<file path="config.mk">
export PLATFORM = sky130hd
export DESIGN_NAME = if_fetch_unit
export DESIGN_NICKNAME = d
export VERILOG_FILES = /design/src/rtl/if_fetch_unit.sv
export SDC_FILE = /design/constraint.sdc
export NUM_CORES = 1
export LEC_CHECK = 0
export CORE_MARGIN = 2
export CORE_UTILIZATION = 54
export DETAILED_ROUTE_END_ITERATION = 10
export GPL_ROUTABILITY_DRIVEN = 0
export PLACE_DENSITY = 0.86
export SLEW_MARGIN = 40
export SYNTH_ARGS = -nofsm -noshare
export SYNTH_HDL_FRONTEND = slang
export SYNTH_SLANG_ARGS = --single-unit
</file>
<file path="constraint.sdc">
create_clock -name clk -period 11.23 [get_ports clk]
set_clock_uncertainty 0.05 [all_clocks]
set_input_delay 2.246 -clock clk [delete_from_list [all_inputs] [get_ports clk]]
set_output_delay 2.246 -clock clk [all_outputs]
set_load 0.02 [all_outputs]
</file>
<file path="src/rtl/if_fetch_unit.sv">
// Instruction-fetch front end: owns the PC, sequences variable-latency imem
// requests (req/ack), obeys the PCWrite stall and ID-stage redirects, and
// presents the fetched word (or a bubble) to the IF/ID register.
module if_fetch_unit #(
  parameter logic [31:0] RESET_PC    = 32'h0000_0000,
  parameter logic [31:0] BUBBLE_INST = 32'h0400_0000
) (
  input  logic        clk,
  input  logic        rst,
  input  logic        PCWrite,
  input  logic        Redirect,
  input  logic [31:0] Redirect_PC,
  output logic        imem_req,
  output logic [31:0] imem_addr,
  input  logic        imem_ack,
  input  logic [31:0] imem_rdata,
  output logic [31:0] IF_PC,
  output logic [31:0] IF_Inst,
  output logic        IF_Valid
);

  // StDiscard: a redirected request is still outstanding and must be drained
  typedef enum logic [1:0] {
    StIdle    = 2'd0,
    StReq     = 2'd1,
    StDiscard = 2'd2,
    StHold    = 2'd3
  } state_e;

  state_e      r_state, w_state_next;
  logic [31:0] r_pc, w_pc_next;
  logic [31:0] r_req_addr, w_req_addr_next;
  logic [31:0] r_buf_inst, w_buf_inst_next;
  logic [31:0] r_buf_pc, w_buf_pc_next;
  logic [31:0] w_redir_pc;
  logic [31:0] w_seq_pc;

  assign w_redir_pc = {Redirect_PC[31:2], 2'b00};
  // Wraps naturally modulo 2^32
  assign w_seq_pc   = r_buf_pc + 32'd4;

  // State and datapath registers; reset abandons any outstanding request
  always_ff @(posedge clk or posedge rst) begin
    if (rst) begin
      r_state    <= StIdle;
      r_pc       <= RESET_PC;
      r_req_addr <= RESET_PC;
      r_buf_inst <= BUBBLE_INST;
      r_buf_pc   <= 32'h0;
    end else begin
      r_state    <= w_state_next;
      r_pc       <= w_pc_next;
      r_req_addr <= w_req_addr_next;
      r_buf_inst <= w_buf_inst_next;
      r_buf_pc   <= w_buf_pc_next;
    end
  end

  // Next-state logic; Redirect always beats PCWrite. req_addr latches the
  // post-edge pc on every entry into StReq.
  always_comb begin
    w_state_next    = r_state;
    w_pc_next       = r_pc;
    w_req_addr_next = r_req_addr;
    w_buf_inst_next = r_buf_inst;
    w_buf_pc_next   = r_buf_pc;
    unique case (r_state)
      StIdle: begin
        if (Redirect) w_pc_next = w_redir_pc;
        w_state_next    = StReq;
        w_req_addr_next = w_pc_next;
      end
      StReq: begin
        if (imem_ack) begin
          if (Redirect) begin
            w_pc_next       = w_redir_pc;
            w_req_addr_next = w_redir_pc;
            w_state_next    = StReq;
          end else begin
            w_buf_inst_next = imem_rdata;
            w_buf_pc_next   = r_req_addr;
            w_state_next    = StHold;
          end
        end else if (Redirect) begin
          // Request cannot be withdrawn; drain it and drop the data
          w_pc_next    = w_redir_pc;
          w_state_next = StDiscard;
        end
      end
      StDiscard: begin
        if (Redirect) w_pc_next = w_redir_pc;
        if (imem_ack) begin
          w_state_next    = StReq;
          w_req_addr_next = w_pc_next;
        end
      end
      StHold: begin
        if (Redirect) begin
          w_pc_next       = w_redir_pc;
          w_state_next    = StReq;
          w_req_addr_next = w_redir_pc;
        end else if (PCWrite) begin
          w_pc_next       = w_seq_pc;
          w_state_next    = StReq;
          w_req_addr_next = w_seq_pc;
        end
      end
      default: w_state_next = StIdle;
    endcase
  end

  // Outputs decoded from state only, so reset takes effect asynchronously
  always_comb begin
    imem_req  = (r_state == StReq) || (r_state == StDiscard);
    imem_addr = r_req_addr;
    IF_Valid  = (r_state == StHold);
    IF_Inst   = IF_Valid ? r_buf_inst : BUBBLE_INST;
    IF_PC     = IF_Valid ? w_seq_pc : 32'h0;
  end

endmodule

</file>
## Word level (Yosys, flattened, before mapping)

Index checks and enable logic that the tools add are counted.

| cells by class | value |
|---|---|
| $add $sub $neg | 1 |
| multipliers | 0 |
| divide/modulo/power cells | 0 |
| order comparisons | 0 |
| eq/ne operators | 8 |
| shift-type cells | 0 |
| multiplexer cells | 17 |
| bitwise logic cells | 1 |
| reduce and logical (&&, ||, !) cells | 6 |

Operators by type and width:

| kind | number |
|---|---|
| $mux 32 | 8 |
| $pmux 32 s4 | 1 |
| $pmux 32 s2 | 1 |
| $add 32x3->32 const B | 1 |
| $mux 2 | 6 |
| $pmux 2 s4 | 1 |
| $ne 2x2->1 const B | 3 |
| $ne 3x3->1 const B | 2 |
| $reduce_and 3->1 | 2 |
| $eq 2x2->1 const B | 2 |
| $reduce_and 4->1 | 1 |
| $reduce_or 3->1 | 1 |
| $eq 2x1->1 const B | 1 |
| $logic_not 2->1 | 1 |
| $logic_or 1x1->1 | 1 |
| $not 1->1 | 1 |

| storage, ports and cells | value |
|---|---|
| register bits | 130 |
| bits in latches | 0 |
| RAM bits | 0 |
| memory bits (read-only) | 0 |
| input port bits | 69 |
| output and inout port bits | 98 |
| logic and storage cells | 38 |
| memories kept | 0 |

## Longest topological paths before layout

| depth | value |
|---|---|
| depth in word-level cells | 4 |
| gate-level depth with buffers | 10 |
| mapped depth without buffers | 7 |

## Worst setup path after synthesis

Ideal clock, no wire load.

| path | value |
|---|---|
| path type | flip-flop to output port |
| from | register r_state[0] |
| to | output IF_PC[20] |
| data arrival time | 1.835 ns |
| required time | 8.934 ns |
| path slack | 7.099 ns |
| cell stages (with the launch flop) | 7 |
| buffers on the path | 3 |
| cell sequence | dfrtp_1 -> ha_1 -> inv_1 -> clkbuf_1 -> clkbuf_1 -> clkbuf_1 -> nor2_1 |

| on the way | value |
|---|---|
| cells in the longest elaborated chain, start to end | 2 |

RTL lines:

| what | RTL line | RTL |
|---|---|---|
| start: declaration | 30 | `state_e r_state, w_state_next;` |
| start signal: assignment | 45 | `r_state <= StIdle;` |
| start signal: assignment | 51 | `r_state <= w_state_next;` |
| $eq 2x2->1 | 116 | `IF_Valid = (r_state == StHold);` |
| via IF_Valid | 19 | `output logic IF_Valid` |
| $mux 32 | 118 | `IF_PC = IF_Valid ? w_seq_pc : 32'h0;` |
| end: declaration | 17 | `output logic [31:0] IF_PC,` |

The timed path passes the listed nets, and every way through them passes these cells.

## Worst setup path after layout

| path | value |
|---|---|
| from | register r_buf_pc[9] |
| to | output IF_PC[31] |

| on the way | value |
|---|---|
| cells in the longest elaborated chain, start to end | 2 |

RTL lines:

| what | RTL line | RTL |
|---|---|---|
| start: declaration | 34 | `logic [31:0] r_buf_pc, w_buf_pc_next;` |
| start signal: assignment | 55 | `r_buf_pc <= w_buf_pc_next;` |
| $add 32x3->32 | 40 | `assign w_seq_pc = r_buf_pc + 32'd4;` |
| $mux 32 | 118 |  |

Every way passes these cells.

==> run_results.csv <==
group,metric,value,unit
final_layout,multi_input_area,0.003528,mm^2
sta,fin_crit_sh,47.27,%
power_and_ir_drop,p_switching,1.052,mW
die,dieWidth,118.1,um
clock_tree,clk_latency,0.43,ns
final_layout,num_antenna_cells,0,
worst_setup_path,slowest_stage,"clkdlybuf4s50_1",
clock_tree,hold_buffers,0,
yosys,synth-compound-area-share,12.25,%
sta,setup_viol,0,
final_layout,fill_cells,860,
grt,grt_max_degree,94,
sta,slew-limit-headroom,38.15,%
sta,fmax,188.4,MHz
yosys,yosysWarnings,0,
drt,num_vias,6146,
placement,placed_cell_area,0.008748,mm^2
drt,routed_wl,20.34,mm
yosys,synth_cells,705,
yosys,yosysUniqueCellTypes,62,
drt,ant_nets,0,
yosys,synth_nets,778,
power_and_ir_drop,clockPowerShare,20.4,%
die,fp-row-count,41,
final_layout,fin_area,0.009308,mm^2
grt,antenna_found_initial,0,
sta,tightest_slew,0.9244,ns
worst_setup_path,worstPathCellList,"and4_1, nand3_4, nor4_1, xnor2_1, nor2_1, clkdlybuf4s50_1",
power_and_ir_drop,p_leak,3.847,nW
yosys,avgSynthCellArea,9.979,um^2
final_layout,final_common_cell,"clkdlybuf4s50_1",
grt,grt_pass1_wl,33.01,mm
drt,first_iter_violations,575,
die,die_h,118.1,um
clock_tree,htree_num_levels,4,
worst_setup_path,path_class,"reg -> out",
status,status,"finished clean",
power_and_ir_drop,p_sw_share,40.58,%
yosys,synth_simple_gate_area_share,21.84,%
sta,report.final.slew_viol_count,0,
sta,rsz0062_at_grt,"false",
final_layout,area_delta_synth_final,32.30,%
sta,min_period,5.308,ns
drt,drc,0,
power_and_ir_drop,pwr-share-seq,32.5,%
clock_tree,cts_sinks,130,
yosys,synth_xor_xnor_area_share,2.490,%
placement,dpl.cell_count,997,
final_layout,nets,917,
final_layout,fin_util,73.46,%
grt,grt-ovfl-total,0,
clock_tree,root_buffer,"clkbuf_16",
clock_tree,post_cts_resized,0,
yosys,muxShareOfSynthArea,12.52,%
worst_setup_path,worstSetupEndpointType,"output port",
worst_setup_path,arrival,3.01,ns
run,maxCapViolCount,0,
power_and_ir_drop,irDropWorstVdd,0.1604,mV
yosys,synth_top_family_by_area,"simple AND/OR/NAND/NOR gates",
final_layout,mostFrequentLayoutCells,"clkdlybuf4s50_1 (163), dfrtp_1 (129), nand2_1 (69)",
power_and_ir_drop,p_comb_share,47.0,%
grt,grt_pass1_vias,6445,
drt,viasPerCell,5.973,
clock_tree,clock_path_buffers,2,
final_layout,regArea,0.003254,mm^2
worst_setup_path,cp_max_fo,17,
clock_tree,cts_tree,"done",
yosys,postSynth.asyncResetShare,100.0,%
final_layout,fin_cells,1029,
die,start_util,55.52,%
clock_tree,cts.clk_slew.worst_paths,0.05,ns
placement,dpl.hpwl,13.27,mm
yosys,ys_ff_latch,130,
sta,setup_tns,0,ns
yosys,synth_fa_ha_area_share,0.7114,%
die,io-pin-count,167,
die,die_area,0.01396,mm^2
power_and_ir_drop,power.internal,1.541,mW
grt,grt.total_usage,29.78,%
sta,hold_violations,0,
drt,dr.pass1.iters,6,
yosys,synth_enable_flop_cells,0,
die,core_area,0.01267,mm^2
yosys,ys_seq_area_share,46.26,%
worst_setup_path,crit_required,8.93,ns
worst_setup_path,max_stage_delay,0.62,ns
clock_tree,cts_setup_buffers,0,
worst_hold_path,min-delay-path-class,"reg -> reg",
final_layout,drive_gt1_share,14.47,%
drt,wire_per_inst,19.77,um
yosys,netlist_area,0.007035,mm^2
placement,io_buffer_count,164,
worst_setup_path,start_kind,"flop",
clock_tree,cts-buffers-inserted,17,
yosys,synth_ff_type,"dfrtp_1",
power_and_ir_drop,power_density,278.6,mW/mm^2
==> critical path, delay by kind of cell (launching register included) <==
kind          cells  cell delay (ns)
xor+xnor          1             0.16
flops             1             0.47
buf+inv           1             0.62
simple gates      4             1.34
==> synthesized netlist by cell type, drive strengths merged, types with 4 or more instances <==
cell    count  area share, %
nor4        8            2.0
mux2i      16            2.3
o31a        5           0.62
ha          4           0.71
o21ai      43            3.1
nor3       13            1.0
o221ai      6           0.75
o31ai      11            1.2
and2       47            4.2
and4        5           0.66
buf        22            1.7
dfrtp     129             46
nand2      70            3.7
a31oi       8           0.71
nor2b       5           0.44
nand4      11            1.4
nand3      15            1.2
and3       19            1.7
a221oi      9            1.1
nor2       58            3.1
mux2       64             10
a21oi      32            2.3
inv        12           0.64
clkbuf     30            1.6
nor3b       6           0.71
o21bai      4           0.43
xor2        7           0.87
xnor2      13            1.6
==> final cells by class <==
class                      count  share of cell area [%]
multi-input combinational    511                   37.91
clock inverter                 5                  0.5377
sequential                   130                   34.96
inverter                      12                  0.5646
tap                          172                   2.312
timing repair buffer         172                   18.31
clock buffer                  27                   5.404
==> sequential cells by signal (all words and copies together) (netlist names) <==
signal and cells:
imem_addr 32, r_buf_inst 32, r_buf_pc 32, r_pc 32, r_state 2
==> power by group through the flow <==
stage | logic (mW) | clock network [mW] | registers, mW
detailed placement | 1.21 | 0 | 0.843
CTS | 1.22 | 0.530 | 0.839
finish | 1.22 | 0.530 | 0.844
global placement | 1.17 | 0 | 0.823
floorplan | 0.692 | 0 | 0.854
global route | 1.31 | 0.552 | 0.869
==> worst paths after layout <==
check | start | end | slack, ns | cells past startpoint
max | r_buf_pc[9] | IF_PC[31] | 5.92 | 6
min | r_buf_inst[18] | r_buf_inst[18] | 0.44 | 1
max reg2reg | r_state[0] | imem_addr[31] | 8.25 | 6
min reg2reg | r_buf_inst[18] | r_buf_inst[18] | 0.44 | 1
max in group asynchronous | rst | imem_addr[18] | 7.79 | 3
min in group asynchronous | rst | r_pc[1] | 2.26 | 2
==> through the flow <==
step	hold slack [ns]	worst slack (ns)	total power, mW
6_report	0.4441	5.922	2.593
4_1_cts	0.4487	5.911	2.588
3_5_place_dp	0.4365	6.396	2.051
5_1_grt	0.4643	5.746	2.728
3_3_place_gp	0.4292	6.035	1.993
2_1_floorplan	0.4206	5.466	1.546
==> kinds of logic after synthesis <==
family | after synthesis
AO/OA/AOI/OAI | 136
multiplexers | 80
adder cells (fa/ha/maj) | 4
XOR/XNOR | 20
buffers and inverters | 64
AND/OR/NAND/NOR | 271
flip-flops | 130
==> layer usage <==
layer / part of all wire (%) / wire length (um) / up-vias / GRT usage [%]
met1: 40 / 8218 / 2979 / 37.51
met3: 10 / 2063 / 45 / 9.556
met5: 0 / 0 / - / 0
met2: 47 / 9611 / 349 / 47.54
met4: 2.2 / 445 / 0 / 12.12
li1: - / - / 2773 / -
Power figures use the tool's default switching activity.
